===== src/rtl/la_checkpoint_monitor_if.sv =====
// ---------------------------------------------------------------------------
// la_checkpoint_monitor_if
// Groups the checkpoint bus, the table/run configuration and the run status
// of la_checkpoint_monitor into one bundle.
//   master : drives check/config/arm/abort, observes status (LA side, bench)
//   slave  : the monitor itself
// Signals:
//   check_i    WIDTH    monitored checkpoint bus
//   cfg_we_i   1        table write strobe
//   cfg_idx_i  IW       table entry index
//   cfg_data_i WIDTH    expected value for entry cfg_idx_i
//   cfg_len_i  IW+1     number of active entries (latched at arm)
//   timeout_i  TMO_W    per-stage cycle limit, 0 = disabled (latched at arm)
//   arm_i      1        start monitoring
//   abort_i    1        abandon an armed run
//   busy_o     1        run armed and in progress
//   pass_o     1        all active entries seen in order
//   fail_o     1        run failed
//   err_o      2        00 none, 01 timeout, 10 order, 11 abort
//   stage_o    IW+1     entries completed so far
// ---------------------------------------------------------------------------
interface la_checkpoint_monitor_if #(
    parameter int WIDTH      = 16,
    parameter int NUM_CHECKS = 4,
    parameter int TMO_W      = 24
);
    localparam int IW = $clog2(NUM_CHECKS);

    logic [WIDTH-1:0] check_i;
    logic             cfg_we_i;
    logic [IW-1:0]    cfg_idx_i;
    logic [WIDTH-1:0] cfg_data_i;
    logic [IW:0]      cfg_len_i;
    logic [TMO_W-1:0] timeout_i;
    logic             arm_i;
    logic             abort_i;
    logic             busy_o;
    logic             pass_o;
    logic             fail_o;
    logic [1:0]       err_o;
    logic [IW:0]      stage_o;

    modport master (
        output check_i, cfg_we_i, cfg_idx_i, cfg_data_i, cfg_len_i,
               timeout_i, arm_i, abort_i,
        input  busy_o, pass_o, fail_o, err_o, stage_o
    );

    modport slave (
        input  check_i, cfg_we_i, cfg_idx_i, cfg_data_i, cfg_len_i,
               timeout_i, arm_i, abort_i,
        output busy_o, pass_o, fail_o, err_o, stage_o
    );
endinterface


===== src/rtl/la_checkpoint_monitor.sv =====
// ---------------------------------------------------------------------------
// la_checkpoint_monitor
// Watches a checkpoint bus for an ordered sequence of programmed signature
// values and reports progress, pass/fail and the failure cause. Each value
// must be sampled HOLD consecutive cycles before it counts as an event, each
// stage can be bounded by a cycle timeout, and an event matching a later
// table entry before the expected one is flagged as an order error.
// Ports:
//   wb_clk_i  sole clock, rising edge
//   wb_rst_i  synchronous active-high reset
//   bus       la_checkpoint_monitor_if.slave (check bus, config, status)
//
// State table
//   state   | meaning
//   IDLE    | not armed since reset; table writable
//   ARMED   | run in progress; table writes ignored
//   PASS    | all active entries seen in order (sticky until arm/reset)
//   FAIL    | timeout, order error or abort (sticky until arm/reset)
// ---------------------------------------------------------------------------
module la_checkpoint_monitor #(
    parameter int WIDTH      = 16,
    parameter int NUM_CHECKS = 4,
    parameter int HOLD       = 1,
    parameter int TMO_W      = 24
) (
    input  logic                   wb_clk_i,
    input  logic                   wb_rst_i,
    la_checkpoint_monitor_if.slave bus
);
    localparam int          IW      = $clog2(NUM_CHECKS);
    localparam int          RW      = $clog2(HOLD + 2);
    localparam logic [IW:0] LEN_MAX = (IW+1)'(NUM_CHECKS);

    typedef enum logic [1:0] {
        S_IDLE  = 2'd0,
        S_ARMED = 2'd1,
        S_PASS  = 2'd2,
        S_FAIL  = 2'd3
    } state_t;

    localparam logic [1:0] ERR_NONE  = 2'b00;
    localparam logic [1:0] ERR_TMO   = 2'b01;
    localparam logic [1:0] ERR_ORDER = 2'b10;
    localparam logic [1:0] ERR_ABORT = 2'b11;

    state_t           state_q, state_d;
    logic [WIDTH-1:0] tbl_q [NUM_CHECKS];
    logic [IW:0]      stage_q, stage_d;
    logic [IW:0]      len_q, len_d;
    logic [IW:0]      len_arm;
    logic [IW:0]      stage_inc;
    logic [1:0]       err_q, err_d;
    logic [TMO_W-1:0] tmo_q, tmo_d;
    logic [TMO_W-1:0] lim_q, lim_d;
    logic [WIDTH-1:0] prev_q;
    logic [RW-1:0]    run_q, run_d;
    logic             busy_q, busy_d;
    logic             pass_q, pass_d;
    logic             fail_q, fail_d;
    logic             evt;
    logic             match_cur;
    logic             match_ahead;
    logic             tmo_hit;
    logic             arm_take;
    logic             tbl_we;

    // Stability filter. run saturates at HOLD+1 so the event (run == HOLD)
    // fires exactly once per stable run, however long the value is held.
    always_comb begin
        run_d = RW'(1);
        if (bus.check_i == prev_q) begin
            run_d = (run_q == RW'(HOLD + 1)) ? run_q : run_q + RW'(1);
        end
        evt = (run_d == RW'(HOLD));
    end

    always_comb begin
        match_ahead = 1'b0;
        for (int j = 0; j < NUM_CHECKS; j++) begin
            if (((IW+1)'(j) > stage_q) && ((IW+1)'(j) < len_q) &&
                (bus.check_i == tbl_q[j])) begin
                match_ahead = 1'b1;
            end
        end
        match_ahead = match_ahead & evt;
    end

    always_comb begin
        len_arm = bus.cfg_len_i;
        if (bus.cfg_len_i == '0) begin
            len_arm = (IW+1)'(1);
        end else if (bus.cfg_len_i > LEN_MAX) begin
            len_arm = LEN_MAX;
        end
    end

    // stage_q < len_q <= NUM_CHECKS whenever ARMED, so the low bits index
    // the table safely.
    assign match_cur = evt && (bus.check_i == tbl_q[stage_q[IW-1:0]]);
    assign tmo_hit   = (lim_q != '0) && (tmo_q == lim_q - TMO_W'(1));
    assign stage_inc = stage_q + (IW+1)'(1);
    assign arm_take  = bus.arm_i && (state_q != S_ARMED);
    assign tbl_we    = bus.cfg_we_i && (state_q != S_ARMED) &&
                       (int'(bus.cfg_idx_i) < NUM_CHECKS);

    // State register
    always_ff @(posedge wb_clk_i) begin
        if (wb_rst_i) begin
            state_q <= S_IDLE;
        end else begin
            state_q <= state_d;
        end
    end

    // Next-state and run bookkeeping
    always_comb begin
        state_d = state_q;
        stage_d = stage_q;
        err_d   = err_q;
        tmo_d   = tmo_q;
        len_d   = len_q;
        lim_d   = lim_q;
        case (state_q)
            S_ARMED: begin
                if (bus.abort_i) begin
                    state_d = S_FAIL;
                    err_d   = ERR_ABORT;
                end else if (match_cur) begin
                    stage_d = stage_inc;
                    tmo_d   = '0;
                    if (stage_inc == len_q) begin
                        state_d = S_PASS;
                    end
                end else if (match_ahead) begin
                    state_d = S_FAIL;
                    err_d   = ERR_ORDER;
                end else if (tmo_hit) begin
                    state_d = S_FAIL;
                    err_d   = ERR_TMO;
                end else begin
                    tmo_d = tmo_q + TMO_W'(1);
                end
            end
            default: begin
                if (bus.arm_i) begin
                    state_d = S_ARMED;
                    len_d   = len_arm;
                    lim_d   = bus.timeout_i;
                    stage_d = '0;
                    err_d   = ERR_NONE;
                    tmo_d   = '0;
                end
            end
        endcase
    end

    // Status flags, registered from the next state
    always_comb begin
        busy_d = (state_d == S_ARMED);
        pass_d = (state_d == S_PASS);
        fail_d = (state_d == S_FAIL);
    end

    always_ff @(posedge wb_clk_i) begin
        if (wb_rst_i) begin
            for (int i = 0; i < NUM_CHECKS; i++) begin
                tbl_q[i] <= '0;
            end
            stage_q <= '0;
            len_q   <= (IW+1)'(1);
            err_q   <= ERR_NONE;
            tmo_q   <= '0;
            lim_q   <= '0;
            prev_q  <= '0;
            run_q   <= '0;
            busy_q  <= 1'b0;
            pass_q  <= 1'b0;
            fail_q  <= 1'b0;
        end else begin
            if (tbl_we) begin
                tbl_q[bus.cfg_idx_i] <= bus.cfg_data_i;
            end
            stage_q <= stage_d;
            len_q   <= len_d;
            err_q   <= err_d;
            tmo_q   <= tmo_d;
            lim_q   <= lim_d;
            prev_q  <= bus.check_i;
            // A value already on the bus at arm must be re-held HOLD cycles.
            run_q   <= arm_take ? '0 : run_d;
            busy_q  <= busy_d;
            pass_q  <= pass_d;
            fail_q  <= fail_d;
        end
    end

    assign bus.busy_o  = busy_q;
    assign bus.pass_o  = pass_q;
    assign bus.fail_o  = fail_q;
    assign bus.err_o   = err_q;
    assign bus.stage_o = stage_q;

endmodule


===== src/flat_wrapper.sv =====
// flat-port wrapper written by rule: the top's interface ports become plain ports
module la_checkpoint_monitor_flat 
#(
    parameter int WIDTH      = 16,
    parameter int NUM_CHECKS = 4,
    parameter int HOLD       = 1,
    parameter int TMO_W      = 24
)
  (wb_clk_i, wb_rst_i, bus_check_i, bus_cfg_we_i, bus_cfg_idx_i, bus_cfg_data_i, bus_cfg_len_i, bus_timeout_i, bus_arm_i, bus_abort_i, bus_busy_o, bus_pass_o, bus_fail_o, bus_err_o, bus_stage_o);
  la_checkpoint_monitor_if #(.WIDTH(WIDTH), .NUM_CHECKS(NUM_CHECKS), .TMO_W(TMO_W)) bus_i ();
  input  logic wb_clk_i;
  input  logic wb_rst_i;
  input wire logic [$bits(bus_i.check_i)-1:0] bus_check_i;
  input wire logic [$bits(bus_i.cfg_we_i)-1:0] bus_cfg_we_i;
  input wire logic [$bits(bus_i.cfg_idx_i)-1:0] bus_cfg_idx_i;
  input wire logic [$bits(bus_i.cfg_data_i)-1:0] bus_cfg_data_i;
  input wire logic [$bits(bus_i.cfg_len_i)-1:0] bus_cfg_len_i;
  input wire logic [$bits(bus_i.timeout_i)-1:0] bus_timeout_i;
  input wire logic [$bits(bus_i.arm_i)-1:0] bus_arm_i;
  input wire logic [$bits(bus_i.abort_i)-1:0] bus_abort_i;
  output wire logic [$bits(bus_i.busy_o)-1:0] bus_busy_o;
  output wire logic [$bits(bus_i.pass_o)-1:0] bus_pass_o;
  output wire logic [$bits(bus_i.fail_o)-1:0] bus_fail_o;
  output wire logic [$bits(bus_i.err_o)-1:0] bus_err_o;
  output wire logic [$bits(bus_i.stage_o)-1:0] bus_stage_o;
  assign bus_i.check_i = bus_check_i;
  assign bus_i.cfg_we_i = bus_cfg_we_i;
  assign bus_i.cfg_idx_i = bus_cfg_idx_i;
  assign bus_i.cfg_data_i = bus_cfg_data_i;
  assign bus_i.cfg_len_i = bus_cfg_len_i;
  assign bus_i.timeout_i = bus_timeout_i;
  assign bus_i.arm_i = bus_arm_i;
  assign bus_i.abort_i = bus_abort_i;
  assign bus_busy_o = bus_i.busy_o;
  assign bus_pass_o = bus_i.pass_o;
  assign bus_fail_o = bus_i.fail_o;
  assign bus_err_o = bus_i.err_o;
  assign bus_stage_o = bus_i.stage_o;
  la_checkpoint_monitor #(.WIDTH(WIDTH), .NUM_CHECKS(NUM_CHECKS), .HOLD(HOLD), .TMO_W(TMO_W)) u_core (.wb_clk_i(wb_clk_i), .wb_rst_i(wb_rst_i), .bus(bus_i));
endmodule

===== config.mk =====
export PLATFORM = sky130hd
export DESIGN_NAME = la_checkpoint_monitor_flat
export DESIGN_NICKNAME = d
export VERILOG_FILES = /design/src/rtl/la_checkpoint_monitor_if.sv /design/src/rtl/la_checkpoint_monitor.sv /design/src/flat_wrapper.sv
export SDC_FILE = /design/constraint.sdc
export NUM_CORES = 1
export LEC_CHECK = 0
export CAP_MARGIN = 20
export CORE_ASPECT_RATIO = 1.75
export CORE_MARGIN = 8
export CORE_UTILIZATION = 40
export CTS_BUF_LIST = sky130_fd_sc_hd__clkbuf_4 sky130_fd_sc_hd__clkbuf_8
export CTS_CLUSTER_SIZE = 28
export DETAILED_ROUTE_END_ITERATION = 8
export SYNTH_ARGS = -nofsm -noshare
export SYNTH_HDL_FRONTEND = slang
export SYNTH_SLANG_ARGS = --single-unit

===== constraint.sdc =====
create_clock -name wb_clk_i -period 5.3 [get_ports wb_clk_i]
set_input_delay 0.53 -clock wb_clk_i [delete_from_list [all_inputs] [get_ports wb_clk_i]]
set_output_delay 0.53 -clock wb_clk_i [all_outputs]
set_load 0.01 [all_outputs]

## Word-level counts from Yosys, hierarchy flattened

Memories as Yosys holds them, arrays and structs flattened. A register that Yosys moved wholly into a read port is not among the register bits.
Index checks and enable logic that the tools add are counted.
W data, S select, Z words.

| operators by class | value |
|---|---|
| bitwise operators | 2 |
| equal/unequal tests | 21 |
| magnitude comparators | 9 |
| multiplexer cells | 41 |
| add/subtract/negate cells | 4 |
| reduce and logical (&&, ||, !) cells | 21 |

Operators with widths:

| operator | number |
|---|---|
| $mux W24 | 6 |
| $eq A16 B16 Y1 | 6 |
| $mux W2 | 18 |
| $add A24 B1 Y24 const B | 1 |
| $eq A24 B24 Y1 | 1 |
| $reduce_bool A24 Y1 | 1 |
| $sub A24 B1 Y24 const B | 1 |
| $mux W3 | 6 |
| $mux W16 | 1 |
| $reduce_or A16 Y1 | 1 |
| $logic_and A1 B1 Y1 | 12 |
| $mux W1 | 10 |
| $eq A2 B1 Y1 const B | 3 |
| $eq A2 B2 Y1 const B | 3 |
| $gt A1 B3 Y1 const A | 2 |
| $gt A2 B3 Y1 const A | 2 |
| $lt A1 B3 Y1 const A | 2 |
| $lt A2 B3 Y1 const A | 2 |
| $ne A3 B2 Y1 const B | 2 |
| $reduce_and A3 Y1 | 2 |
| $ne A2 B1 Y1 const B | 2 |
| $ne A4 B2 Y1 const B | 1 |
| $reduce_and A4 Y1 | 1 |
| $add A3 B1 Y3 const B | 1 |
| 11 further kinds | 11 |

| storage, ports and cells | value |
|---|---|
| logic and storage cells | 110 |
| input port bits | 66 |
| output and inout port bits | 8 |
| flip-flop bits (word level) | 79 |
| bits in writable memories | 64 |
| memories | 1 |

Memories:

| memory | depth | width | rd ports | clocked after Yosys merged registers in | write ports | line | RTL |
|---|---|---|---|---|---|---|---|
| u_core.tbl_q | 4 | 16 | 5 | 1 | 4 | la_checkpoint_monitor.sv:47 | `logic [WIDTH-1:0] tbl_q [NUM_CHECKS];` |

## Depth between registers and ports, before layout

Gate-level depths: netlist of the first run.

| logic depth | value |
|---|---|
| word-level depth | 13 |
| depth in mapped cells | 11 |

## Worst setup path before layout of the first run

Ideal clock, no wire load.

| path | value |
|---|---|
| path kind | reg-to-reg |
| start point | reg u_core.lim_q[4] |
| end point | reg u_core.tmo_q[23] |
| stages on the path, launching flop included | 12 |
| library setup time | 0.124 ns |
| data arrival time | 3.220 ns |
| setup slack | 1.956 ns |
| period minus slack after synthesis | 3.344 ns |
| path through | dfxtp_1 > buf_2 > or4_1 > buf_2 > or4b_1 > mux2i_1 > o221a_2 > or4b_4 > or2_1 > buf_6 > a41oi_1 > a31oi_1 |

| between the ends | value |
|---|---|
| cells in the longest elaborated chain, start to end | 5 |

Ends and longest elaborated chain:

| element | line | RTL |
|---|---|---|
| start, declared | la_checkpoint_monitor.sv:54 | `logic [TMO_W-1:0] lim_q, lim_d;` |
| start signal, assigned | la_checkpoint_monitor.sv:187 | `lim_q <= lim_d;` |
| $sub A24 B1 Y24 | la_checkpoint_monitor.sv:100 | `assign tmo_hit = (lim_q != '0) && (tmo_q == lim_q - TMO_W'(1));` |
| $eq A24 B24 Y1 | la_checkpoint_monitor.sv:100 |  |
| $logic_and A1 B1 Y1 * | la_checkpoint_monitor.sv:100 |  |
| $ne A3 B2 Y1 (no source line) * | n/a |  |
| $reduce_and A4 Y1 (no source line) * | n/a |  |
| end signal, assigned | la_checkpoint_monitor.sv:186 | `tmo_q <= tmo_d;` |
| end, declared | la_checkpoint_monitor.sv:53 | `logic [TMO_W-1:0] tmo_q, tmo_d;` |

Every way passes the cells marked *; elsewhere a longest branch is shown, timed or not.
A chain may end at the register's enable or synchronous reset.

## Final worst setup path of the first run

| path | value |
|---|---|
| start point | in bus_check_i[15] |
| end point | reg u_core.tmo_q[9] |

| between the ends | value |
|---|---|
| cells in the longest elaborated chain, start to end | 9 |

Ends and longest elaborated chain:

| element | line | RTL |
|---|---|---|
| start, declared | flat_wrapper.sv:13 | `input wire logic [$bits(bus_i.check_i)-1:0] bus_check_i;` |
| $eq A16 B16 Y1 | la_checkpoint_monitor.sv:81 | `(bus.check_i == tbl_q[j])) begin` |
| $logic_and A1 B1 Y1 | la_checkpoint_monitor.sv:80 | `if (((IW+1)'(j) > stage_q) && ((IW+1)'(j) < len_q) &&` |
| $mux W1 (4 in series) | la_checkpoint_monitor.sv:80 |  |
| $and A1 B1 Y1 | la_checkpoint_monitor.sv:85 | `match_ahead = match_ahead & evt;` |
| $ne A3 B2 Y1 (no source line) | n/a |  |
| $reduce_and A4 Y1 (no source line) | n/a |  |

Several ways; a longest one is shown, not always the timed one. The select of a mux whose other input is x is not followed.

==> flow_metrics.env, run 1 <==
export IMPL_min_period_over_period_pct=75.5
export IMPL_ir_drop_mv=0.123
export IMPL_routed_via_density=5.56
export IMPL_maxSlewViolCount=0
export IMPL_critPathLaunchType="input port"
export IMPL_hpwl_um=19300
export IMPL_cp_num_buf_inv=1
export IMPL_slowest_stage="or4b_2"
export IMPL_initial_core_util_pct=40.6
export IMPL_worst_pin_slew_ps=890
export IMPL_cp_common_cell="a21oi_1"
export IMPL_setup_tns_ps=0
export IMPL_cp_end_kind="register"
export IMPL_diodes=0
export IMPL_cpLargestDelayFamily="compound AO/OA/AOI/OAI gates"
export IMPL_postSynth_asyncResetShare_pct=0
export IMPL_grtUsageTotal_pct=19.1
export IMPL_p_leak_nw=3.46
export IMPL_portBuffers=73
export IMPL_ys_flop_type="dfxtp_1"
export IMPL_layout_common_cells="nand2_1, dfxtp_1, clkdlybuf4s50_1"
export IMPL_synth_cells=906
export IMPL_routed_wl_um=24900
export IMPL_tritoncts="done"
export IMPL_nNetsFinal=1024
export IMPL_clk_pin_slew_ps=90
export IMPL_cts_path_max_buffers=2
export IMPL_cp_cell_sequence="clkdlybuf4s50_1 -> xor2_1 -> nor4_1 -> nand4_1 -> a21oi_1 -> a41o_1 -> o21ai_1 -> or4b_2 -> a21oi_1"
export IMPL_postRouteAntennaNets=0
export IMPL_rsz0062_at_grt="false"
export IMPL_syn_area_um2=8420
export IMPL_yosysSeqAreaShare_pct=42.1
export IMPL_avgRoutedWirePerCell_um=20.5
export IMPL_cts_hold_buf=0
export IMPL_route_detailed_drc=0
export IMPL_grt_pass1_vias=6819
export IMPL_gr_total_overflow=0
export IMPL_ys_seq_elements=145
export IMPL_worst_clock_skew_ps=13.5
export IMPL_synth_cell_types=70
export IMPL_power_density_nw_per_um2=273
export IMPL_cts_root_buf="clkbuf_8"
export IMPL_multi_input_area_um2=4590
export IMPL_fp_row_count=70
export IMPL_syn_nets=978
export IMPL_grt_max_degree=49
export IMPL_period_minus_slack_ps=4000
export IMPL_layout_drive_gt1_share_pct=7.67
export IMPL_max_slew_margin_rel_pct=40.1
export IMPL_status="complete, no violations"
export IMPL_fp_coreArea_um2=20800
export IMPL_regArea_um2=3540
export IMPL_maxCapViolations=0
export IMPL_ctsResizeCount=0
export IMPL_worstSetupPathType="in -> reg"
export IMPL_dieWidth_um=126
export IMPL_setup_violations=0
export IMPL_clock_sinks=145
export IMPL_layout_commonest_cell="nand2_1"
export IMPL_numCtsBuffers=17
export IMPL_yosysWarnings=0
export IMPL_critical_path_required_ps=5690
export IMPL_grt_pass1_wl_um=38100
export IMPL_hold_class="in -> reg"
export IMPL_nFillCells=2025
export IMPL_ios=74
export IMPL_post_cts_buffers=0
export IMPL_clk_latency_ps=460
export IMPL_antenna_found_initial=0
export IMPL_dr_pass1_iters=6
export IMPL_die_h_um=208
export IMPL_fmax_ghz=0.250
export IMPL_slowest_delay_ps=710
export IMPL_cp_max_fo=20
export IMPL_dpl_cell_count=1185
export IMPL_drt_iter0_drc=474
export IMPL_dieArea_um2=26100
export IMPL_vias=6766
export IMPL_gp_congestion=0.942
export IMPL_avgSynthCellArea_um2=9.30
export IMPL_cts_htree_levels=4
export IMPL_area_growth_pct=16.3
export IMPL_finalHoldViolCount=0
export IMPL_final_cells=1217
export IMPL_synth_edf_count=64
export IMPL_fin_util_pct=47.2
export IMPL_cp_arrival_ps=4390
stage by stage:
stage	worst slack, ps	hold WS, ps	cell area [um^2]	total power, W
final	1300	479	9800	0.00267
after global routing	1120	471	9800	0.00279
after CTS	1350	462	9800	0.00270
after detailed placement	870	479	9350	0.00169
after global placement	966	474	9340	0.00169
after floorplan	1960	451	8420	0.00154
logic make-up (layout without fill, tap and decap cells):
family	count (synthesis)	after routing	share of synthesized area, %
compound gates	118	118	9.39
fa+ha+maj	6	6	0.891
buf+inv	78	137	3.65
xor+xnor	127	127	13.2
mux	20	20	4.01
simple gates	412	412	26.8
flops	145	145	42.1
state kept, by name, indices dropped and copies added, names as in the netlist, named ones only:
name                cells
u_core.tmo_q           24
u_core.state_q          2
u_core.tbl_q           64
u_core.bus.busy_o       1
u_core.bus.err_o        2
u_core.bus.fail_o       1
u_core.bus.pass_o       1
u_core.prev_q          16
u_core.lim_q           24
u_core.run_q            2
u_core.bus.stage_o      3
u_core.len_q            3
path summary, 6_finish.rpt:
check | cells after the start | from | end | slack [ps]
worst max-delay path | 9 | bus_check_i[15] | u_core.tmo_q[9] | 1300
worst max register to register | 10 | u_core.lim_q[0] | u_core.tmo_q[3] | 1370
worst min-delay path | 2 | wb_rst_i | u_core.prev_q[12] | 480
worst min register to register | 2 | u_core.lim_q[7] | u_core.lim_q[7] | 480
report_power, final:
part	switching [W]	internal (W)	total (W)
Clock	0.000424	0.000585	0.00101
Sequential	0.0000427	0.00122	0.00126
Combinational	0.000232	0.000175	0.000407
Total	0.000698	0.00198	0.00267
worst reg2reg max path, delay by kind of cell (launching register included):
kind	cells	cell delay, ps
and+or+nand+nor	4	1910
AOI/OAI and AO/OA	3	1050
DFF	1	370
adders and majority gates	1	260
muxes	1	150
buffers and inverters	1	70
final cells by class:
type | instances | area share [%]
flip-flops and latches | 145 | 36.2
well taps | 252 | 3.22
multi-input cells | 683 | 46.9
repair buffers | 86 | 8.40
clock buffers | 21 | 2.76
clock inverters | 11 | 1.89
inverters | 19 | 0.728
metal layers:
layer / wire [um] / vias to the layer above / track usage [%] / share of wire (%)
met5: 0 / - / 0 / 0
met4: 922 / 0 / 9.80 / 3.7
met3: 605 / 40 / 3.00 / 2.4
met2: 14600 / 155 / 38.6 / 58
met1: 8820 / 3261 / 17.6 / 35
li1: - / 3310 / - / -
synthesized netlist by cell type, drive strengths merged (19+ instances only):
cell	count	area share [%]
nand2	101	4.5
dfxtp	81	19
and2	68	5.0
edfxtp	64	23
xnor2	64	6.7
xor2	63	6.5
clkbuf	50	2.2
nor2	42	1.9
a21oi	39	2.4
nand3	32	1.9
nand4	28	2.1
nor2b	27	2.0
nor3	23	1.4
nor4	23	1.9
inv	19	0.85
Power figures use the tool's default switching activity.
==> run 2, diff against run 1 <==
==> constraint.sdc (replaced) <==
create_clock -name wb_clk_i -period 3.9 [get_ports wb_clk_i]
set_input_delay 0.39 -clock wb_clk_i [delete_from_list [all_inputs] [get_ports wb_clk_i]]
set_output_delay 0.39 -clock wb_clk_i [all_outputs]
set_load 0.01 [all_outputs]
==> run 2 against run 1 <==
Net effect: hold slack lost 30 ps; routed wire length grew 2.2%; highest routed layer unchanged; utilization grew 0.83 points; critical path type is now reg -> reg.
==> flow_metrics.env, run 2 (synthesized netlist as in run 1, its figures left out) <==
export IMPL_crit_start="u_core.lim_q[0]"
export IMPL_p_clk_share_pct=36.3
export IMPL_ir_drop_mv=0.173
export IMPL_fp_coreArea_um2=20800
export IMPL_grt_pass1_wl_um=39400
export IMPL_die_h_um=208
export IMPL_period_minus_slack_ps=3650
export IMPL_gp_congestion=0.932
export IMPL_setup_slack_ps=248
export IMPL_worstSetupPathType="reg -> reg"
export IMPL_tritoncts="done"
export IMPL_setup_tns_ps=0
export IMPL_numCtsBuffers=17
export IMPL_ctsResizeCount=0
export IMPL_antenna_found_initial=0
export IMPL_worst_pin_slew_ps=780
export IMPL_cp_max_fo=13
export IMPL_dieArea_um2=26100
export IMPL_route_detailed_drc=0
export IMPL_hpwl_um=19600
export IMPL_critPathLaunchType="register"
export IMPL_cp_num_buf_inv=0
export IMPL_fin_util_pct=48.0
export IMPL_hold_start="wb_rst_i"
export IMPL_intPower_w=0.00259
export IMPL_status="complete, no violations"
export IMPL_grt_max_degree=64
export IMPL_vias=6913
export IMPL_dieWidth_um=126
export IMPL_rsz0062_at_grt="false"
export IMPL_largest_register_ff_count=64
export IMPL_timing_rr_start="u_core.lim_q[0]"
export IMPL_reg_largest_list="u_core.tbl_q x64, u_core.lim_q x24, u_core.tmo_q x24"
export IMPL_final_cells=1242
export IMPL_layout_drive_gt1_share_pct=10.0
export IMPL_grt_pass1_vias=7300
export IMPL_initial_core_util_pct=40.6
export IMPL_p_seq_share_pct=47.6
export IMPL_fp_row_count=70
export IMPL_critical_path_required_ps=4270
export IMPL_p_leak_nw=3.59
export IMPL_cpLargestDelayFamily="simple AND/OR/NAND/NOR gates"
export IMPL_dpl_cell_count=1210
export IMPL_max_slew_margin_rel_pct=47.5
export IMPL_gr_total_overflow=0
export IMPL_clk_latency_ps=480
export IMPL_min_period_over_period_pct=93.6
export IMPL_nFillCells=1993
export IMPL_cts_htree_levels=4
export IMPL_power_density_nw_per_um2=359
export IMPL_slowest_delay_ps=730
export IMPL_portBuffers=73
export IMPL_cts_root_buf="clkbuf_8"
export IMPL_regMostFlops="u_core.tbl_q"
export IMPL_maxCapViolations=0
export IMPL_cp_arrival_ps=4030
export IMPL_routed_via_density=5.57
export IMPL_layout_commonest_cell="nand2_1"
export IMPL_p_sw_w=0.000996
export IMPL_diodes=0
export IMPL_avgRoutedWirePerCell_um=20.5
export IMPL_finalHoldViolCount=0
export IMPL_cp_end_kind="register"
export IMPL_ios=74
export IMPL_dr_pass1_iters=5
export IMPL_postRouteAntennaNets=0
export IMPL_cp_common_cell="or4_1"
export IMPL_layout_common_cells="nand2_1, dfxtp_1, clkdlybuf4s50_1"
export IMPL_worst_clock_skew_ps=9.63
export IMPL_cts_hold_buf=0
export IMPL_p_sw_share_pct=27.8
export IMPL_grtUsageTotal_pct=19.8
export IMPL_combinationalPowerShare_pct=16.1
export IMPL_routed_wl_um=25500
export IMPL_clk_pin_slew_ps=90
export IMPL_cp_cell_sequence="or4_1 -> o32ai_1 -> o221ai_1 -> or4_1 -> or4b_4 -> or2_1 -> and3_1 -> o21a_1"
export IMPL_area_growth_pct=18.4
export IMPL_slowest_stage="or4_1"
export IMPL_nNetsFinal=1049
export IMPL_hold_class="in -> reg"
export IMPL_fmax_ghz=0.274
export IMPL_post_cts_buffers=0
export IMPL_maxSlewViolCount=0
export IMPL_drt_iter0_drc=423
export IMPL_clock_sinks=145
export IMPL_pre_cts_slack_ps=156
export IMPL_cts_path_max_buffers=2
export IMPL_setup_violations=0
-- run 2: changes by cell type in the layout (fill, tap and decap cells not counted), moves of 2 or more --
cell,delta
buf_4,+24
bufinv_16,-2
clkinv_2,-3
clkinv_4,+4
clkinvlp_4,-2
inv_4,+2
-- run 2: cell type report --
cell class,instances,area (um^2),area share [%]
flip-flops and latches,145,3540,35.5
clock inverters,11,151,1.52
clock buffers,21,277,2.77
inverters,19,71.3,0.715
multi-input cells,683,4590,46.0
well taps,252,315,3.16
repair buffers,111,1020,10.3
-- run 2: final timing paths --
kind / to / slack [ps] / cells after the start
min reg2reg: u_core.lim_q[15] / 490 / 2
max: u_core.tmo_q[14] / 250 / 8
min: u_core.len_q[0] / 450 / 3
max reg2reg: u_core.tmo_q[14] / 250 / 8
-- run 2: power groups by stage --
stage | Sequential [W] | Clock (W) | Combinational [W]
after floorplan | 0.00172 | 0 | 0.000365
after global placement | 0.00174 | 0 | 0.000578
after detailed placement | 0.00174 | 0 | 0.000581
after CTS | 0.00171 | 0.00132 | 0.000583
after global routing | 0.00172 | 0.00138 | 0.000631
final | 0.00171 | 0.00130 | 0.000577
-- run 2: worst register-to-register path, stage by stage, from the launching register on --
cell,delay [ps]
dfxtp_1,380
or4_1,730
o32ai_1,430
o221ai_1,180
or4_1,420
or4b_4,560
or2_1,440
and3_1,260
o21a_1,170
-- run 2: metal layers --
| metal | up-vias | track usage, % | part of all wire [%] | wire length [um] |
|---|---|---|---|---|
| li1 | 3354 | - | - | - |
| met1 | 3366 | 17.2 | 33 | 8480 |
| met3 | 58 | 3.02 | 2.7 | 685 |
| met4 | 0 | 12.5 | 5.3 | 1340 |
| met2 | 135 | 40.3 | 59 | 15000 |
| met5 | - | 0 | 0 | 0 |
-- run 2: per-stage QoR --
step                      total power (W)  hold slack (ps)  instance area (um^2)
after floorplan                   0.00209              451                  8420
after global placement            0.00232              473                  9550
after detailed placement          0.00232              479                  9550
after CTS                         0.00361              427                  9970
after global routing              0.00372              465                  9970
final                             0.00358              449                  9970
==> run 3, diff against run 2 <==
--- a/config.mk
+++ b/config.mk
@@ -5,8 +5,8 @@
 export SDC_FILE = /design/constraint.sdc
 export NUM_CORES = 1
 export LEC_CHECK = 0
+export ABC_CLOCK_PERIOD_IN_PS = 3900
 export CAP_MARGIN = 20
-export CORE_ASPECT_RATIO = 1.75
 export CORE_MARGIN = 8
 export CORE_UTILIZATION = 40
 export CTS_BUF_LIST = sky130_fd_sc_hd__clkbuf_4 sky130_fd_sc_hd__clkbuf_8
==> run 3 against run 2 <==
Net effect: clock power is 7% lower; global-route usage is 1.7 points lower; critical path type unchanged; final area is 0.34% lower; cell count is 1.4% higher; largest cell class unchanged; die area is 0.70% lower; worst setup slack worse by 21 ps; sequential power hardly changed; utilization is 0.31 points lower; via count is 2.2% lower.
==> flow_metrics.env, run 3 (synthesized netlist as in run 1, its figures left out) <==
export IMPL_dieWidth_um=161
export IMPL_critPathLaunchType="register"
export IMPL_gr_total_overflow=0
export IMPL_post_cts_buffers=0
export IMPL_layout_commonest_cell="nand2_1"
export IMPL_die_h_um=161
export IMPL_cts_path_max_buffers=2
export IMPL_cpLargestDelayFamily="simple AND/OR/NAND/NOR gates"
export IMPL_fp_coreArea_um2=20800
export IMPL_layout_drive_gt1_share_pct=9.54
export IMPL_clock_sinks=145
export IMPL_gp_congestion=0.906
export IMPL_cp_num_buf_inv=0
export IMPL_r2r_setup_slack_ps=230
export IMPL_p_leak_nw=3.54
export IMPL_fin_util_pct=47.7
export IMPL_worst_clock_skew_ps=16.1
export IMPL_critical_path_required_ps=4260
export IMPL_cp_cell_sequence="or4_1 -> or4b_1 -> mux2i_1 -> o221a_2 -> or4b_4 -> or2_1 -> and3_1 -> o21a_1"
export IMPL_maxCapViolations=0
export IMPL_dpl_cell_count=1227
export IMPL_ir_drop_mv=0.219
export IMPL_max_slew_margin_rel_pct=51.1
export IMPL_cts_root_buf="clkbuf_8"
export IMPL_finalHoldViolCount=0
export IMPL_routed_wl_um=23000
export IMPL_cp_arrival_ps=4030
export IMPL_min_period_over_period_pct=94.2
export IMPL_grtUsageTotal_pct=18.1
export IMPL_crit_start="u_core.lim_q[4]"
export IMPL_grt_pass1_vias=6886
export IMPL_hpwl_um=17300
export IMPL_dr_pass1_iters=5
export IMPL_portBuffers=73
export IMPL_cp_end_kind="register"
export IMPL_diodes=0
export IMPL_cts_hold_buf=0
export IMPL_vias=6763
export IMPL_setup_violations=0
export IMPL_slowest_delay_ps=690
export IMPL_clk_pin_slew_ps=100
export IMPL_dieArea_um2=26000
export IMPL_cp_max_fo=13
export IMPL_initial_core_util_pct=40.5
export IMPL_drt_iter0_drc=411
export IMPL_clk_latency_ps=470
export IMPL_regMostFlops="u_core.tbl_q"
export IMPL_setup_tns_ps=0
export IMPL_fp_row_count=53
export IMPL_worst_pin_slew_ps=728
export IMPL_antenna_found_initial=0
export IMPL_hold_class="in -> reg"
export IMPL_grt_max_degree=50
export IMPL_multi_input_area_um2=4590
export IMPL_routed_via_density=5.37
export IMPL_layout_common_cells="nand2_1, dfxtp_1, clkdlybuf4s50_1"
export IMPL_rsz0062_at_grt="false"
export IMPL_power_density_nw_per_um2=349
export IMPL_final_cells=1260
export IMPL_fmax_ghz=0.272
export IMPL_ios=74
export IMPL_maxSlewViolCount=0
export IMPL_r2r_worst_path_cells=8
export IMPL_numCtsBuffers=17
export IMPL_tritoncts="done"
export IMPL_cts_htree_levels=4
export IMPL_critPathCapture="u_core.tmo_q[15]"
export IMPL_worstSetupPathType="reg -> reg"
export IMPL_ctsResizeCount=0
export IMPL_timing_rr_start="u_core.lim_q[4]"
export IMPL_nFillCells=2046
export IMPL_grt_pass1_wl_um=37300
export IMPL_avgRoutedWirePerCell_um=18.2
export IMPL_largest_register_ff_count=64
export IMPL_crit_cells=8
export IMPL_nNetsFinal=1044
export IMPL_area_growth_pct=18.0
export IMPL_regArea_um2=3540
export IMPL_slowest_stage="or4_1"
export IMPL_period_minus_slack_ps=3670
export IMPL_route_detailed_drc=0
export IMPL_postRouteAntennaNets=0
export IMPL_reg_largest_list="u_core.tbl_q x64, u_core.lim_q x24, u_core.tmo_q x24"
export IMPL_r2r_end="u_core.tmo_q[15]"
export IMPL_status="complete, no violations"
## run 3: cell types whose count changed in the layout (fill, tap and decap cells not counted), sizes merged
cell,previous run,this run
bufinv,3,0
clkinv,5,6
clkbuf,21,17
inv,22,27
clkinvlp,0,1
buf,39,34
## run 3: power breakdown
part	total (W)	switching [W]	leakage, nW	internal [W]
combinational	0.000555	0.000305	2.00	0.000250
clock	0.00121	0.000718	0.203	0.000490
sequential	0.00171	0.0000580	1.33	0.00165
## run 3: how the worst min path moves through the flow
| stage | cells past startpoint | start | end | slack [ps] |
|---|---|---|---|---|
| after floorplan | 1 | u_core.tmo_q[23] | u_core.tmo_q[23] | 450 |
| after global placement | 2 | u_core.lim_q[15] | u_core.lim_q[15] | 480 |
| after detailed placement | 2 | u_core.lim_q[22] | u_core.lim_q[22] | 480 |
| after CTS | 2 | wb_rst_i | u_core.prev_q[14] | 270 |
| after global routing | 2 | wb_rst_i | u_core.prev_q[14] | 290 |
| final | 2 | wb_rst_i | u_core.prev_q[12] | 290 |
## run 3: cell type report
class                           instances  area share [%]
Clock buffer                           17            2.35
Timing Repair Buffer                  106            9.83
Inverter                               19           0.718
Multi-Input combinational cell        683            46.2
Tap cell                              275            3.46
Clock inverter                         15            1.79
Sequential cell                       145            35.6
## run 3: stage by stage
stage / hold WS, ps / total power (W) / worst slack (ps) / cell area, um^2
after global routing: 287 / 0.00364 / 108 / 9940
after global placement: 475 / 0.00230 / 326 / 9520
final: 295 / 0.00347 / 227 / 9940
after floorplan: 451 / 0.00209 / 556 / 8420
after CTS: 266 / 0.00351 / 237 / 9930
after detailed placement: 479 / 0.00230 / 271 / 9520
## run 3: metal layers
| metal | vias up | routed length [um] | track usage (%) |
|---|---|---|---|
| li1 | 3358 | - | - |
| met1 | 3223 | 9960 | 21.1 |
| met2 | 146 | 11500 | 32.0 |
| met3 | 36 | 862 | 3.51 |
| met4 | 0 | 638 | 7.03 |
| met5 | - | 0 | 0 |
